<file path="config.mk">
export PLATFORM = sky130hd
export DESIGN_NAME = port_arbiter
export DESIGN_NICKNAME = d
export VERILOG_FILES = /design/src/rtl/port_arbiter_pkg.sv /design/src/rtl/rr_pick.sv /design/src/rtl/port_arbiter.sv
export SDC_FILE = /design/constraint.sdc
export NUM_CORES = 1
export LEC_CHECK = 0
export BUFFER_PORTS_ARGS = -buffer_cell sky130_fd_sc_hd__buf_4
export CORE_ASPECT_RATIO = 0.9
export CORE_MARGIN = 10
export CORE_UTILIZATION = 30
export CTS_CLUSTER_DIAMETER = 40
export CTS_CLUSTER_SIZE = 40
export DETAILED_ROUTE_END_ITERATION = 10
export HOLD_SLACK_MARGIN = 0.1
export PLACE_DENSITY_LB_ADDON = 0.05
export SLEW_MARGIN = 20
export SYNTH_ARGS = -nofsm -noshare
export SYNTH_HDL_FRONTEND = slang
export SYNTH_HIERARCHICAL = 1
export SYNTH_SLANG_ARGS = --single-unit
</file>
<file path="constraint.sdc">
create_clock -name clock -period 4.7 [get_ports clock]
set_input_delay 0.705 -clock clock [delete_from_list [all_inputs] [get_ports clock]]
set_output_delay 0.705 -clock clock [all_outputs]
set_load 0.02 [all_outputs]
</file>
<file path="src/rtl/port_arbiter_pkg.sv">
// port_arbiter_pkg
//   Shared router package: FSM state encoding for the port arbiter, default
//   timeout limits and small constant-sizing helpers.
//   No ports.
package port_arbiter_pkg;

    typedef enum logic [1:0] {
        ST_IDLE  = 2'd0,
        ST_GRANT = 2'd1,
        ST_XMIT  = 2'd2
    } arb_state_t;

    localparam int unsigned DEF_GRANT_TIMEOUT = 8;
    localparam int unsigned DEF_XMIT_TIMEOUT  = 40;

    function automatic int unsigned max_u(input int unsigned a, input int unsigned b);
        return (a > b) ? a : b;
    endfunction

    // Bits needed to hold values 0..n-1, never less than one.
    function automatic int unsigned width_for(input int unsigned n);
        return (n > 1) ? $clog2(n) : 1;
    endfunction

endpackage

</file>
<file path="src/rtl/rr_pick.sv">
// rr_pick
//   Combinational round-robin picker. Scans the eligible vector starting at
//   index ptr and wrapping, returning the first eligible requester.
//   Ports:
//     eligible [NREQ-1:0]  in   requesters that may be granted
//     ptr      [IDXW-1:0]  in   index with highest priority this round
//     onehot   [NREQ-1:0]  out  one-hot of the chosen requester, 0 if none
//     idx      [IDXW-1:0]  out  index of the chosen requester, 0 if none
//     found                out  1 when any requester was chosen
module rr_pick
    import port_arbiter_pkg::*;
#(
    parameter int unsigned NREQ = 4,
    parameter int unsigned IDXW = width_for(NREQ)
) (
    input  logic [NREQ-1:0] eligible,
    input  logic [IDXW-1:0] ptr,
    output logic [NREQ-1:0] onehot,
    output logic [IDXW-1:0] idx,
    output logic            found
);

    always_comb begin : pick
        int unsigned cand;
        onehot = '0;
        idx    = '0;
        found  = 1'b0;
        cand   = 0;
        for (int unsigned i = 0; i < NREQ; i++) begin
            cand = 32'(ptr) + i;
            if (cand >= NREQ) begin
                cand = cand - NREQ;
            end
            if (!found && eligible[cand[IDXW-1:0]]) begin
                found                    = 1'b1;
                onehot[cand[IDXW-1:0]]   = 1'b1;
                idx                      = cand[IDXW-1:0];
            end
        end
    end

endmodule

</file>
<file path="src/rtl/port_arbiter.sv">
// port_arbiter
//   Round-robin arbiter handing one FIFO word per frame to a serializer.
//   IDLE picks an owner, GRANT offers its head word until the serializer
//   pops it, XMIT waits for the serializer frame to finish. Both busy states
//   are guarded by timeouts that drop the owner and raise a sticky flag.
//   Ports:
//     clock                    in   rising-edge clock
//     reset_n                  in   asynchronous active-low reset
//     fifo_rdy    [NREQ-1:0]   in   FIFO i non-empty
//     fifo_data   [32*NREQ-1:0] in  head word of FIFO i at [32i+31:32i]
//     cfg_enable  [NREQ-1:0]   in   requester i may be granted
//     pop                      in   serializer accepted the word
//     frameo_n                 in   serializer frame strobe, active-low
//     payload     [31:0]       out  owner's head word, 0 with no owner
//     rdy                      out  word offered to the serializer
//     fifo_pop    [NREQ-1:0]   out  one-hot pop to the owner's FIFO
//     grant       [NREQ-1:0]   out  one-hot owner, 0 when idle
//     busy                     out  arbiter not idle
//     err_timeout              out  sticky timeout flag
module port_arbiter
    import port_arbiter_pkg::*;
#(
    parameter int unsigned NREQ          = 4,
    parameter int unsigned GRANT_TIMEOUT = DEF_GRANT_TIMEOUT,
    parameter int unsigned XMIT_TIMEOUT  = DEF_XMIT_TIMEOUT
) (
    input  logic                 clock,
    input  logic                 reset_n,
    input  logic [NREQ-1:0]      fifo_rdy,
    input  logic [32*NREQ-1:0]   fifo_data,
    input  logic [NREQ-1:0]      cfg_enable,
    input  logic                 pop,
    input  logic                 frameo_n,
    output logic [31:0]          payload,
    output logic                 rdy,
    output logic [NREQ-1:0]      fifo_pop,
    output logic [NREQ-1:0]      grant,
    output logic                 busy,
    output logic                 err_timeout
);

    localparam int unsigned IDXW = width_for(NREQ);
    localparam int unsigned CNTW = width_for(max_u(GRANT_TIMEOUT, XMIT_TIMEOUT));
    // The counter holds cycles already spent in the state, so the last
    // permitted cycle is the one where it reads limit-1.
    localparam logic [CNTW-1:0] GRANT_LAST = CNTW'(GRANT_TIMEOUT - 1);
    localparam logic [CNTW-1:0] XMIT_LAST  = CNTW'(XMIT_TIMEOUT - 1);

    arb_state_t      state, state_nxt;
    logic [IDXW-1:0] owner, owner_nxt;
    logic [IDXW-1:0] ptr, ptr_nxt;
    logic [CNTW-1:0] cnt, cnt_nxt;
    logic            frame_seen, frame_seen_nxt;
    logic            rdy_nxt;
    logic [NREQ-1:0] grant_nxt;
    logic            err_nxt;
    logic            abandon;
    logic [IDXW-1:0] owner_inc;

    logic [NREQ-1:0] eligible;
    logic [NREQ-1:0] pick_onehot;
    logic [IDXW-1:0] pick_idx;
    logic            pick_found;

    assign eligible  = fifo_rdy & cfg_enable;
    assign owner_inc = (owner == IDXW'(NREQ - 1)) ? '0 : owner + 1'b1;

    rr_pick #(
        .NREQ (NREQ),
        .IDXW (IDXW)
    ) u_pick (
        .eligible (eligible),
        .ptr      (ptr),
        .onehot   (pick_onehot),
        .idx      (pick_idx),
        .found    (pick_found)
    );

    always_comb begin
        state_nxt      = state;
        owner_nxt      = owner;
        ptr_nxt        = ptr;
        cnt_nxt        = cnt + 1'b1;
        frame_seen_nxt = frame_seen;
        rdy_nxt        = rdy;
        grant_nxt      = grant;
        err_nxt        = err_timeout;
        abandon        = 1'b0;

        unique case (state)
            ST_IDLE: begin
                cnt_nxt = '0;
                if (pick_found) begin
                    state_nxt = ST_GRANT;
                    grant_nxt = pick_onehot;
                    owner_nxt = pick_idx;
                    rdy_nxt   = 1'b1;
                end
            end
            ST_GRANT: begin
                if (pop) begin
                    state_nxt      = ST_XMIT;
                    rdy_nxt        = 1'b0;
                    frame_seen_nxt = 1'b0;
                    cnt_nxt        = '0;
                end else if (cnt == GRANT_LAST) begin
                    abandon = 1'b1;
                end
            end
            ST_XMIT: begin
                frame_seen_nxt = frame_seen | ~frameo_n;
                // Frame end is the strobe returning high after it was seen low.
                if (frameo_n && frame_seen) begin
                    state_nxt = ST_IDLE;
                    grant_nxt = '0;
                    ptr_nxt   = owner_inc;
                    cnt_nxt   = '0;
                end else if (cnt == XMIT_LAST) begin
                    abandon = 1'b1;
                end
            end
            default: begin
                state_nxt = ST_IDLE;
                rdy_nxt   = 1'b0;
                grant_nxt = '0;
                cnt_nxt   = '0;
            end
        endcase

        // Stalled owner: drop it and move priority past it.
        if (abandon) begin
            state_nxt = ST_IDLE;
            rdy_nxt   = 1'b0;
            grant_nxt = '0;
            err_nxt   = 1'b1;
            ptr_nxt   = owner_inc;
            cnt_nxt   = '0;
        end
    end

    always_ff @(posedge clock or negedge reset_n) begin
        if (!reset_n) begin
            state       <= ST_IDLE;
            owner       <= '0;
            ptr         <= '0;
            cnt         <= '0;
            frame_seen  <= 1'b0;
            rdy         <= 1'b0;
            grant       <= '0;
            err_timeout <= 1'b0;
        end else begin
            state       <= state_nxt;
            owner       <= owner_nxt;
            ptr         <= ptr_nxt;
            cnt         <= cnt_nxt;
            frame_seen  <= frame_seen_nxt;
            rdy         <= rdy_nxt;
            grant       <= grant_nxt;
            err_timeout <= err_nxt;
        end
    end

    // AND-OR mux keyed on grant, so no owner means a zero payload.
    always_comb begin
        payload = '0;
        for (int unsigned i = 0; i < NREQ; i++) begin
            if (grant[i]) begin
                payload = payload | fifo_data[32*i +: 32];
            end
        end
    end

    assign fifo_pop = (state == ST_GRANT && pop) ? grant : '0;
    assign busy     = (state != ST_IDLE);

endmodule

</file>
# Word-level counts from Yosys, hierarchy flattened
# Cells that the tools add are included.
# totals
ff_bits	19
input_bits	140
out_inout_bits	43
elab_cells	136
# op_classes
n_addsub	9
n_lt_le_gt_ge	12
eq_ne	11
mux	64
bitwise	9
n_reduce_logical	23
# op_table
cell	count
2-to-1 mux 32 bit	4
OR 32 bit	3
2-to-1 mux 2 bit	16
2-to-1 mux 4 bit	8
2-to-1 mux 1 bit	19
2-to-1 mux 6 bit	3
< comparator 2 x 3 -> 1 bit, second input constant	4
OR 4 bit	3
case mux 4 bit (3 select lines)	1
case mux 6 bit (2 select lines)	1
greater-or-equal comparator 3 bit, second input constant	3
logical AND 1 bit	9
inequality test 3 bit, second input constant	3
AND reduction 3 bit	3
binary-select mux 1 bit (select 2 bit)	4
demux 1 bit (select 2 bit)	4
greater-or-equal comparator 2 x 1 -> 1 bit, second input constant	4
nonzero test 2 bit	4
subtractor 2 x 1 -> 2 bit, second input constant	4
adder 2 x 2 -> 3 bit, second input constant	2
adder 6 x 1 -> 6 bit, second input constant	1
== test 6 x 3 -> 1 bit, second input constant	1
== test 6 bit, second input constant	1
inequality test 2 bit, second input constant	3
other kinds (14)	20

# Logic depth before layout (Yosys ltp)
# logic_depth
ltp_word	17
ltp_mapped	12
ltp_nobuf	10

# Hierarchy
# The synthesis kept the hierarchy.
# by_module_without_submodules
mod	n_inst	cells_per_inst	area_per_inst_um2	seq_area_each_um2
port_arbiter	1	204	1655.3	475.5
rr_pick	1	45	421.7	0.0

# Least setup slack after synthesis
# OpenSTA, ideal clock, no wires.
# synth_path
kind	input to register
from	in fifo_rdy[2]
to	reg owner[1]
setup_ns	0.125
arrival_ns	2.345
required_ns	4.575
slack_ns	2.230
cell_stages	7
path_buffers	1
path_cell_list	and2_1 > mux4_2 > buf_6 > nor4b_4 > nor2_1 > a32o_1 > mux2_2
# synth_via
word_cells_on_any_way	24
classes_between	mux (16); bitwise (1); reduce/logical (7)
# synth_lines
item	line_no	source
start: declaration	port_arbiter.sv:29	input logic [NREQ-1:0] fifo_rdy,
bitwise AND 4 bit *	port_arbiter.sv:65	assign eligible = fifo_rdy & cfg_enable;
binary-select mux 1 bit (select 2 bit)	rr_pick.sv:34	if (!found && eligible[cand[IDXW-1:0]]) begin
2-to-1 mux 1 bit (not written as such)	rr_pick.sv:34	
2-to-1 mux 1 bit	rr_pick.sv:34	
logical NOT 1 bit	rr_pick.sv:34	
logical AND 1 bit	rr_pick.sv:34	
2-to-1 mux 1 bit	rr_pick.sv:34	
logical NOT 1 bit	rr_pick.sv:34	
logical AND 1 bit	rr_pick.sv:34	
2-to-1 mux 1 bit	rr_pick.sv:34	
logical NOT 1 bit	rr_pick.sv:34	
logical AND 1 bit	rr_pick.sv:34	
2-to-1 mux 2 bit *	rr_pick.sv:34	
via pick_idx[1]	port_arbiter.sv:62	logic [IDXW-1:0] pick_idx;
end signal: assignment	port_arbiter.sv:153	owner <= owner_nxt;
end: declaration	port_arbiter.sv:50	logic [IDXW-1:0] owner, owner_nxt;
# Mark *: on every way through the listed nets, which the timed path passes. The rest lies on a longest branch. The select of a mux whose other input is x is not followed.
# A chain may end at the register's enable or synchronous reset.

# Final worst setup path
# layout_path
from	reg ptr[0]
to	reg owner[1]
# layout_via
word_cells_on_any_way	38
classes_between	add/sub (7); order compare (4); mux (20); reduce/logical (7)
# layout_lines
item	line_no	source
start: declaration	port_arbiter.sv:51	logic [IDXW-1:0] ptr, ptr_nxt;
start signal: assignment	port_arbiter.sv:154	ptr <= ptr_nxt;
branches (longest 13 deep; another with adder 2 x 1 -> 3 bit)	-	
2-to-1 mux 2 bit *	rr_pick.sv:34	
via pick_idx[1]	port_arbiter.sv:62	
# Mark *: on every way through the listed nets, which the timed path passes. The select of a mux whose other input is x is not followed.

==> flow_metrics.tcl <==
set metrics [dict create \
    status "completed" \
    reg2reg_slack_ps 1970 \
    ys_seq_area_frac 0.229 \
    hold_viol 0 \
    viasPerCell 5.06 \
    mostFrequentLayoutCell "buf_4" \
    finalCritPeriodShare 0.580 \
    clk_path_buf_depth 2 \
    start_util 0.312 \
    synthCells 249 \
    path_max_fanout 14 \
    fin_tns_setup_ps 0 \
    hpwlAfterDp_um 7840 \
    syn2layout_area_growth_pct 70.4 \
    drt-pass1-iter-count 4 \
    ys_ff_latch 19 \
    nNetsFinal 570 \
    cp.arrival_ps 2870 \
    grt_pass1_wl_um 14700 \
    syn_avg_cell_area_um2 8.34 \
    clockRootBuffer "clkbuf_8" \
    place_area_um2 3490 \
    clk_latency_ps 250 \
    ioPinCount 183 \
    drtAntennaViolNets 0 \
    cts_buffers 3 \
    grt_start_max_net_pins 36 \
    stdcell_area_um2 3540 \
    wl_per_cell_um 18.8 \
    rsz0062_at_grt "no" \
    fmax_ghz 0.367 \
    min_period_ps 2730 \
    setup_viol 0 \
    worst_slew_margin_rel 0.551 \
    synth_nets 399 \
    grt_antenna_before_repair 0 \
    clkTransAtPathRegs_ps 70 \
    grt_usage 0.169 \
    final_cell_mix "185 x buf_4, 72 x a22oi_1, 37 x nand2_1" \
    fp.coreArea_um2 6660 \
    grt_pass1_vias 2637 \
    vias 2576 \
    yosys_warnings 6 \
    dieArea_um2 10700 \
    cts_setup_buffers 0 \
    routed_wl_um 9590 \
    worst_slew_pin_slew_ps 673 \
    nFillCells 636 \
    cp-start-kind "register" \
    min_path_type "in2async" \
    cts_tree "yes" \
    netlist-cell-type-count 38 \
    peakVddDrop_mv 0.236 \
    max_cap_violations 0 \
    drc 0 \
    p_per_area_nw_per_um2 514 \
    drt_iter0_drc 126 \
    ctsResizeCount 0 \
    io_buffer_count 182 \
    grt_overflow 0 \
    worst_clock_skew_ps 2.79 \
    n_antenna_cell 0 \
    critPathCaptureType "register" \
    slew_viol_final 0 \
    drive_above_1_share 0.487 \
    cts_hold_buf 0 \
    rows 28 \
    leakage_uw 0.00185 \
    cts_max_level 1 \
    cts.sinks 19 \
    fp.dieH_um 98.9 \
    gp_congestion 0.890 \
    crit_required_ps 4840 \
    dieWidth_um 108 \
    worst-setup-path-type "reg2reg" \
    syn_area_um2 2080 \
]
critical path, stage by stage (launching register included):
cell	delay, ps
dfrtp_1	680
inv_1	130
ha_1	380
mux4_2	450
nor4b_4	410
nor2_1	100
a32o_1	230
mux2_2	250
cell families after synthesis:
family | share of synthesized area
flops | 0.229
compound gates | 0.343
xor+xnor | 0.0169
buf+inv | 0.0578
simple gates | 0.195
mux | 0.0976
fa+ha+maj | 0.0602
area by class of cell:
type | instances | area, um^2 | share of cell area
multi-input combinational | 202 | 1480 | 0.419
timing repair buffer | 185 | 1390 | 0.393
sequential | 19 | 477 | 0.135
tap | 90 | 113 | 0.0318
clock buffer | 4 | 45.0 | 0.0127
inverter | 9 | 33.8 | 0.00955
cells in the mapped netlist:
| library cell | n | share of area |
|---|---|---|
| a21boi_2 | 1 | 0.0054 |
| a21oi_1 | 6 | 0.014 |
| a22o_1 | 4 | 0.017 |
| a22oi_1 | 72 | 0.26 |
| a22oi_4 | 1 | 0.010 |
| a2bb2oi_1 | 1 | 0.0042 |
| a32o_1 | 1 | 0.0048 |
| and2_1 | 4 | 0.012 |
| and2b_2 | 1 | 0.0042 |
| and3_1 | 4 | 0.012 |
| buf_6 | 2 | 0.011 |
| clkbuf_1 | 17 | 0.031 |
| dfrtp_1 | 19 | 0.23 |
| ha_1 | 10 | 0.060 |
| inv_1 | 9 | 0.016 |
| mux2_2 | 4 | 0.022 |
| mux2_4 | 2 | 0.014 |
| mux2i_1 | 3 | 0.014 |
| mux4_1 | 2 | 0.025 |
| mux4_2 | 2 | 0.022 |
| nand2_1 | 37 | 0.067 |
| nand2_4 | 2 | 0.011 |
| nand2b_1 | 5 | 0.015 |
| nand3_1 | 3 | 0.0072 |
| nand4b_1 | 1 | 0.0042 |
| nor2_1 | 15 | 0.027 |
| nor2b_1 | 2 | 0.0060 |
| nor2b_4 | 1 | 0.0066 |
| nor3_1 | 2 | 0.0048 |
| nor4_1 | 1 | 0.0030 |
| nor4b_4 | 1 | 0.011 |
| o211ai_1 | 2 | 0.0072 |
| o21ai_0 | 5 | 0.012 |
| o221ai_1 | 1 | 0.0042 |
| o31ai_1 | 1 | 0.0036 |
| or2b_1 | 1 | 0.0036 |
| xnor2_1 | 2 | 0.0084 |
| xor2_1 | 2 | 0.0084 |
worst paths after layout:
path | start | endpoint | depth (start not counted)
min in group clock | cnt[0]$_DFF_PN0_ | cnt[0]$_DFF_PN0_ | 1
hold / removal | reset_n | cnt[2]$_DFF_PN0_ | 1
hold reg to reg | cnt[0]$_DFF_PN0_ | cnt[0]$_DFF_PN0_ | 1
setup reg to reg | ptr[0]$_DFFE_PN0P_ | owner[1]$_DFFE_PN0P_ | 7
max in group asynchronous | reset_n | grant[2]$_DFFE_PN0P_ | 1
setup / recovery | ptr[0]$_DFFE_PN0P_ | owner[1]$_DFFE_PN0P_ | 7
where the power goes:
| part | total (uW) | switching (uW) | leakage, uW | internal, uW |
|---|---|---|---|---|
| clock network | 113 | 53.2 | 0.0000228 | 60.2 |
| logic | 1400 | 771 | 0.00158 | 630 |
| registers | 305 | 93.9 | 0.000253 | 211 |
layer usage:
layer  global-route usage  wire length, um
met1                0.202             3780
met2                0.293             4980
met3               0.0547              748
met4               0.0287               82
met5                    0                0
registers in the layout (all words and copies together) (netlist names):
name / flops
cnt: 6
grant: 4
owner: 2
ptr: 2
state: 2
err_timeout: 1
frame_seen: 1
rdy: 1
through the flow:
step	hold slack (ps)	util	setup WS, ps	power, uW	cells
finish	309	0.532	1970	1820	509
global route	322	0.532	1680	1970	509
CTS	315	0.532	1970	1830	509
detailed placement	452	0.525	1940	1710	505
global placement	451	0.525	2010	1710	505
floorplan	409	-	2230	1170	249
Power figures use the tool's default switching activity.
